### src/rtl/uart_fifo.sv
// UART transmitter and receiver, each buffered by its own FIFO and clocked from
// one shared 16x oversample divider. Frame: start, DATA_BITS LSB first, optional parity, one stop.
module uart_fifo #(
    parameter int CLK_HZ     = 50000000,
    parameter int BAUD       = 115200,
    parameter int DATA_BITS  = 8,
    parameter int PARITY     = 0,
    parameter int FIFO_DEPTH = 16
) (
    input  logic       clk_50mhz,
    input  logic       rst,
    input  logic [7:0] data_in,
    input  logic       write_enable,
    output logic       tx,
    output logic       tx_busy,
    output logic       tx_full,
    input  logic       rx,
    output logic       ready,
    input  logic       ready_clr,
    output logic [7:0] data_out,
    output logic       frame_err,
    output logic       parity_err,
    output logic       overrun,
    input  logic       err_clr
);
    localparam int DIV   = CLK_HZ / (BAUD * 16);
    localparam int DIV_W = $clog2(DIV + 1);
    localparam int AW    = $clog2(FIFO_DEPTH);
    localparam logic [7:0] DMASK   = 8'((9'd1 << DATA_BITS) - 9'd1);
    localparam logic       PAR_ODD = (PARITY == 1);

    typedef enum logic [2:0] {S_IDLE, S_START, S_DATA, S_PARITY, S_STOP} state_t;

    // Oversample divider and TX bit-tick prescaler
    logic [DIV_W-1:0] div_q;
    logic [3:0]       tx_os_q;
    logic             os_tick, bit_tick;

    assign os_tick  = (div_q == DIV_W'(DIV - 1));
    assign bit_tick = os_tick && (tx_os_q == 4'd15);

    always_ff @(posedge clk_50mhz or posedge rst) begin
        if (rst) begin
            div_q   <= '0;
            tx_os_q <= '0;
        end else begin
            div_q <= os_tick ? '0 : div_q + 1'b1;
            if (os_tick)
                tx_os_q <= tx_os_q + 4'd1;
        end
    end

    // TX FIFO; pointers carry one extra bit so full and empty differ
    logic [7:0]  tx_mem [FIFO_DEPTH];
    logic [AW:0] tx_wr_q, tx_rd_q;
    logic        tx_empty, tx_push, tx_pop;
    logic [7:0]  tx_load;

    assign tx_empty = (tx_wr_q == tx_rd_q);
    assign tx_full  = (tx_wr_q[AW] != tx_rd_q[AW]) && (tx_wr_q[AW-1:0] == tx_rd_q[AW-1:0]);
    assign tx_push  = write_enable && !tx_full;
    assign tx_load  = tx_mem[tx_rd_q[AW-1:0]] & DMASK;

    always_ff @(posedge clk_50mhz) begin
        if (tx_push)
            tx_mem[tx_wr_q[AW-1:0]] <= data_in;
    end

    // TX FSM
    state_t     tx_state_q, tx_state_d;
    logic [7:0] tx_shift_q, tx_shift_d;
    logic [2:0] tx_bit_q, tx_bit_d;
    logic       tx_par_q, tx_par_d;

    always_ff @(posedge clk_50mhz or posedge rst) begin
        if (rst) begin
            tx_state_q <= S_IDLE;
            tx_shift_q <= '0;
            tx_bit_q   <= '0;
            tx_par_q   <= 1'b0;
            tx_wr_q    <= '0;
            tx_rd_q    <= '0;
        end else begin
            tx_state_q <= tx_state_d;
            tx_shift_q <= tx_shift_d;
            tx_bit_q   <= tx_bit_d;
            tx_par_q   <= tx_par_d;
            if (tx_push)
                tx_wr_q <= tx_wr_q + 1'b1;
            if (tx_pop)
                tx_rd_q <= tx_rd_q + 1'b1;
        end
    end

    always_comb begin
        tx_state_d = tx_state_q;
        tx_shift_d = tx_shift_q;
        tx_bit_d   = tx_bit_q;
        tx_par_d   = tx_par_q;
        tx_pop     = 1'b0;
        if (bit_tick) begin
            unique case (tx_state_q)
                // STOP falls through to a fresh START so queued frames run gap-free
                S_IDLE, S_STOP: begin
                    tx_state_d = S_IDLE;
                    if (!tx_empty) begin
                        tx_pop     = 1'b1;
                        tx_shift_d = tx_load;
                        tx_par_d   = (^tx_load) ^ PAR_ODD;
                        tx_bit_d   = '0;
                        tx_state_d = S_START;
                    end
                end
                S_START:  tx_state_d = S_DATA;
                S_DATA: begin
                    tx_shift_d = tx_shift_q >> 1;
                    tx_bit_d   = tx_bit_q + 3'd1;
                    if (tx_bit_q == 3'(DATA_BITS - 1))
                        tx_state_d = (PARITY != 0) ? S_PARITY : S_STOP;
                end
                S_PARITY: tx_state_d = S_STOP;
                default:  tx_state_d = S_IDLE;
            endcase
        end
    end

    always_comb begin
        tx = 1'b1;
        unique case (tx_state_q)
            S_START:  tx = 1'b0;
            S_DATA:   tx = tx_shift_q[0];
            S_PARITY: tx = tx_par_q;
            default:  tx = 1'b1;
        endcase
    end

    assign tx_busy = !tx_empty || (tx_state_q != S_IDLE);

    // RX synchroniser plus one more stage for falling-edge detection
    logic rx_meta_q, rx_sync_q, rx_prev_q;

    always_ff @(posedge clk_50mhz or posedge rst) begin
        if (rst) begin
            rx_meta_q <= 1'b1;
            rx_sync_q <= 1'b1;
            rx_prev_q <= 1'b1;
        end else begin
            rx_meta_q <= rx;
            rx_sync_q <= rx_meta_q;
            rx_prev_q <= rx_sync_q;
        end
    end

    // RX FIFO
    logic [7:0]  rx_mem [FIFO_DEPTH];
    logic [AW:0] rx_wr_q, rx_rd_q;
    logic        rx_empty, rx_full, rx_push, rx_pop;
    logic [7:0]  rx_head;

    assign rx_empty = (rx_wr_q == rx_rd_q);
    assign rx_full  = (rx_wr_q[AW] != rx_rd_q[AW]) && (rx_wr_q[AW-1:0] == rx_rd_q[AW-1:0]);
    assign rx_pop   = ready_clr && !rx_empty;
    assign rx_head  = rx_mem[rx_rd_q[AW-1:0]];
    assign ready    = !rx_empty;

    // RX FSM
    state_t     rx_state_q, rx_state_d;
    logic [3:0] rx_os_q, rx_os_d;
    logic [2:0] rx_bit_q, rx_bit_d;
    logic [7:0] rx_shift_q, rx_shift_d;
    logic       rx_par_q, rx_par_d;
    logic       rx_par_bad, set_frame, set_parity, set_overrun;
    logic       frame_err_q, parity_err_q, overrun_q;

    assign rx_par_bad = (PARITY != 0) && (rx_par_q != ((^rx_shift_q) ^ PAR_ODD));

    always_ff @(posedge clk_50mhz) begin
        if (rx_push)
            rx_mem[rx_wr_q[AW-1:0]] <= rx_shift_q;
    end

    always_ff @(posedge clk_50mhz or posedge rst) begin
        if (rst) begin
            rx_state_q   <= S_IDLE;
            rx_os_q      <= '0;
            rx_bit_q     <= '0;
            rx_shift_q   <= '0;
            rx_par_q     <= 1'b0;
            rx_wr_q      <= '0;
            rx_rd_q      <= '0;
            frame_err_q  <= 1'b0;
            parity_err_q <= 1'b0;
            overrun_q    <= 1'b0;
        end else begin
            rx_state_q <= rx_state_d;
            rx_os_q    <= rx_os_d;
            rx_bit_q   <= rx_bit_d;
            rx_shift_q <= rx_shift_d;
            rx_par_q   <= rx_par_d;
            if (rx_push)
                rx_wr_q <= rx_wr_q + 1'b1;
            if (rx_pop)
                rx_rd_q <= rx_rd_q + 1'b1;
            // A new event wins over a simultaneous clear
            frame_err_q  <= (frame_err_q  && !err_clr) || set_frame;
            parity_err_q <= (parity_err_q && !err_clr) || set_parity;
            overrun_q    <= (overrun_q    && !err_clr) || set_overrun;
        end
    end

    always_comb begin
        rx_state_d  = rx_state_q;
        rx_os_d     = rx_os_q;
        rx_bit_d    = rx_bit_q;
        rx_shift_d  = rx_shift_q;
        rx_par_d    = rx_par_q;
        rx_push     = 1'b0;
        set_frame   = 1'b0;
        set_parity  = 1'b0;
        set_overrun = 1'b0;
        unique case (rx_state_q)
            S_IDLE: begin
                if (rx_prev_q && !rx_sync_q) begin
                    rx_state_d = S_START;
                    rx_os_d    = '0;
                end
            end
            S_START: begin
                if (os_tick) begin
                    rx_os_d = rx_os_q + 4'd1;
                    // Mid start bit; from here every 16th tick lands mid-bit
                    if (rx_os_q == 4'd8) begin
                        rx_os_d = '0;
                        if (rx_sync_q) begin
                            rx_state_d = S_IDLE;
                        end else begin
                            rx_state_d = S_DATA;
                            rx_bit_d   = '0;
                            rx_shift_d = '0;
                        end
                    end
                end
            end
            default: begin
                if (os_tick) begin
                    rx_os_d = rx_os_q + 4'd1;
                    if (rx_os_q == 4'd15) begin
                        if (rx_state_q == S_DATA) begin
                            rx_shift_d[rx_bit_q] = rx_sync_q;
                            rx_bit_d = rx_bit_q + 3'd1;
                            if (rx_bit_q == 3'(DATA_BITS - 1))
                                rx_state_d = (PARITY != 0) ? S_PARITY : S_STOP;
                        end else if (rx_state_q == S_PARITY) begin
                            rx_par_d   = rx_sync_q;
                            rx_state_d = S_STOP;
                        end else begin
                            rx_state_d = S_IDLE;
                            if (!rx_sync_q)
                                set_frame = 1'b1;
                            else if (rx_par_bad)
                                set_parity = 1'b1;
                            else if (rx_full)
                                set_overrun = 1'b1;
                            else
                                rx_push = 1'b1;
                        end
                    end
                end
            end
        endcase
    end

    assign frame_err  = frame_err_q;
    assign parity_err = parity_err_q;
    assign overrun    = overrun_q;

    genvar gi;
    generate
        for (gi = 0; gi < 8; gi++) begin : g_dout
            if (gi < DATA_BITS) begin : g_live
                assign data_out[gi] = ready && rx_head[gi];
            end else begin : g_zero
                assign data_out[gi] = 1'b0;
            end
        end
    endgenerate

endmodule

### config.mk
export PLATFORM = sky130hd
export DESIGN_NAME = uart_fifo
export DESIGN_NICKNAME = d
export VERILOG_FILES = /design/src/rtl/uart_fifo.sv
export SDC_FILE = /design/constraint.sdc
export NUM_CORES = 1
export LEC_CHECK = 0
export ABC_AREA = 1
export CORE_MARGIN = 3
export CORE_UTILIZATION = 67
export CTS_CLUSTER_SIZE = 28
export DETAILED_ROUTE_END_ITERATION = 12
export PLACE_DENSITY_LB_ADDON = 0.1
export SYNTH_ARGS = -nofsm -noshare
export SYNTH_HDL_FRONTEND = slang
export SYNTH_SLANG_ARGS = --single-unit
### constraint.sdc
create_clock -name clk_50mhz -period 5.5 [get_ports clk_50mhz]
set_clock_uncertainty 0.05 [all_clocks]
set_input_delay 1.1 -clock clk_50mhz [delete_from_list [all_inputs] [get_ports clk_50mhz]]
set_output_delay 1.1 -clock clk_50mhz [all_outputs]
set_load 0.02 [all_outputs]
==> reports/results.ini <==
[global_routing]
gr-usage-met2_pct=43.4
grtUsageMet3_pct=5.30
grt_overflow_total=0
grt.busiest_layer=met2
grt_pass1_vias=9002
grt_pass1_wl_mm=47.9
use_met1_pct=39.6
grt_max_degree=74
grtUsageTotal_pct=27.4
grt_antenna_before_repair=0

[route]
drtIter0Drc=1146
vias_per_cell=5.87
drcViolationCount=0
wl_per_cell_um=18.7
wl_mm=30.3
num_vias=9514
ant_nets=0
firstDrtPassIters=6

[setup_path]
slowest_delay_ps=1080
critPathCaptureType=output pin
slowest_stage=dfrtp_2
regToRegSetupSlack_ps=1980
required_ps=4350
cp.buffers_inverters=2
r2r-start=tx_rd_q[1]
crit_path_end=data_out[1]
critPathTopFamily=flip-flops
crit_chain=xor2_1 -> a21oi_1 -> nand2_1 -> or2_2 -> inv_1 -> a31oi_1 -> clkdlybuf4s50_1
crit_arrival_ps=3230
cp_max_fo=68
critPathKind=reg2out
start_kind=register
ff2ff_path_depth=16
critPathLaunch=rx_rd_q[1]
worst-path-stages=7
worstReg2RegEnd=tx_par_q

[logic_synthesis]
synth_flop_cell=edfxtp_1
synthArstFlopShare_pct=21.0
yosysSeqAreaShare_pct=66.6
ys_types=35
synth-edff-count=256
avgSynthCellArea_sq_um=10.8
ys_warn_count=0
netlist_area_sq_um=14100
syn-num-nets=1339
synth_seq_cells=324
syn_inst=1306

[floorplanning]
die_h_um=151
fp.coreArea_sq_um=20400
fp.dieW_um=151
num_rows=52
die-area_sq_um=22800
io_pins=29
start_util_pct=69.0

[power]
ir_drop_mv=0.317
leakage_nw=6.03
p_sw_mw=1.82
internal_power_mw=4.55
power_frac_clock_pct=34.7
power_mw=6.37
switching_share_pct=28.6
p_seq_share_pct=46.6
power_density_nw_per_um2=408
power_frac_comb_pct=18.7

[flow_run]
maxCapViolCount=0

[sta]
timing.fmax_ghz=0.228
rsz0062_at_grt=no
slew_violations=0
relSlewSlack_pct=28.0
fin_ws_ps=1120
setup_tns_ps=0
fin_hold_ws_ps=304
setup_violations=0
worstMarginPinSlew_ps=1080
hold_viol_final=0
layout_min_cycle_time_ps=4380
post-route-period-util_pct=79.6

[run_status]
status=complete, no violations

[clock_tree]
cts.repair.resized=0
htreeDepth=2
clock_latency_ps=510
clk_pin_slew_ps=60
cts.sinks=324
post_cts_buffers=0
cts_tree=yes
cts_hold_buf=0
cts-root-buf=clkbuf_16
numCtsBuffers=34
clock_path_buffers=3

[hold_path]
hp-class=reg2reg

[cells_and_area]
nNetsFinal=1361
post_layout_nonfiller_instances=1621
drive_gt1_share_pct=5.11
final_common_cell=nand2_1
n_antenna_cell=0
area_growth_pct=10.8
layout_common_cells=nand2_1 (267), edfxtp_1 (256), nor2_1 (191)

[placement]
place.gp.congestion=0.879
dp_hpwl_mm=18.8
placed_cells=1562
post-place-ws_ps=1770
io_buffers=28

[logic make-up (layout without fill, tap and decap cells)]
family / count (synthesis) / in the layout / synth area share (%)
buffers and inverters: 192 / 237 / 5.41
flip-flops: 324 / 324 / 66.6
adder cells (fa/ha/maj): 19 / 19 / 1.69
AO/OA/AOI/OAI: 155 / 155 / 6.84
multiplexers: 12 / 12 / 0.852
AND/OR/NAND/NOR: 576 / 576 / 16.8
XOR/XNOR: 28 / 28 / 1.74
[flip-flops by register name, summed over array words and instances, names as in the netlist, 4 cells and up]
signal      cells
rx_mem        128
tx_mem        128
rx_shift_q      8
tx_shift_q      8
div_q           5
rx_rd_q         5
rx_wr_q         5
tx_rd_q         5
tx_wr_q         5
rx_os_q         4
tx_os_q         4
[synthesized netlist by cell type, types with 10 or more instances]
master / n / area, sq um
xor2_1: 20 / 175
mux2i_1: 12 / 120
clkbuf_1: 24 / 90.1
o21ai_0: 72 / 360
o22ai_1: 10 / 62.6
buf_2: 17 / 85.1
o221ai_1: 12 / 105
nand3_1: 100 / 500
dfrtp_1: 65 / 1630
a21oi_1: 17 / 85.1
nand2_1: 267 / 1000
a31oi_1: 16 / 100
nor2_1: 191 / 717
edfxtp_1: 256 / 7690
inv_1: 138 / 518
ha_1: 19 / 238
o32ai_1: 21 / 184
[stage by stage]
step                      area, sq um  util (%)
after floorplan                 14100         -
after global placement          14500      71.2
after detailed placement        14500      71.2
after CTS                       15600      76.5
after global routing            15600      76.5
final                           15600      76.5
[worst min-delay path by stage]
stage,slack [ps],from,depth (start not counted),end
2_1_floorplan,300,rx_meta_q,0,rx_sync_q
3_3_place_gp,300,rx_meta_q,0,rx_sync_q
3_5_place_dp,300,rx_meta_q,0,rx_sync_q
4_1_cts,300,rx_meta_q,0,rx_sync_q
5_1_grt,310,rx_meta_q,0,rx_sync_q
6_report,300,rx_meta_q,0,rx_sync_q
[layout make-up]
cell class	count	area, sq um
Sequential cell	324	9400
Fill cell	1289	4810
Multi-Input combinational cell	790	3940
Clock buffer	49	991
Inverter	145	549
Tap cell	270	338
Timing Repair Buffer	33	318
Clock inverter	10	91.3
[layer usage]
metal / part of all wire (%) / wire, um / vias to the layer above
met1: 41 / 12500 / 4530
met5: 0 / 0 / -
met2: 47 / 14300 / 433
met4: 2.8 / 838 / 0
met3: 8.7 / 2640 / 81
li1: - / - / 4470
[power by group through the flow]
stage / logic [mW] / registers, mW / clock network (mW)
after floorplan: 0.885 / 2.91 / 0
after global placement: 1.14 / 3.00 / 0
after detailed placement: 1.17 / 3.01 / 0
after CTS: 1.19 / 2.96 / 2.23
after global routing: 1.32 / 2.98 / 2.34
final: 1.19 / 2.97 / 2.21
No activity file was read; power rests on OpenSTA's default activity.
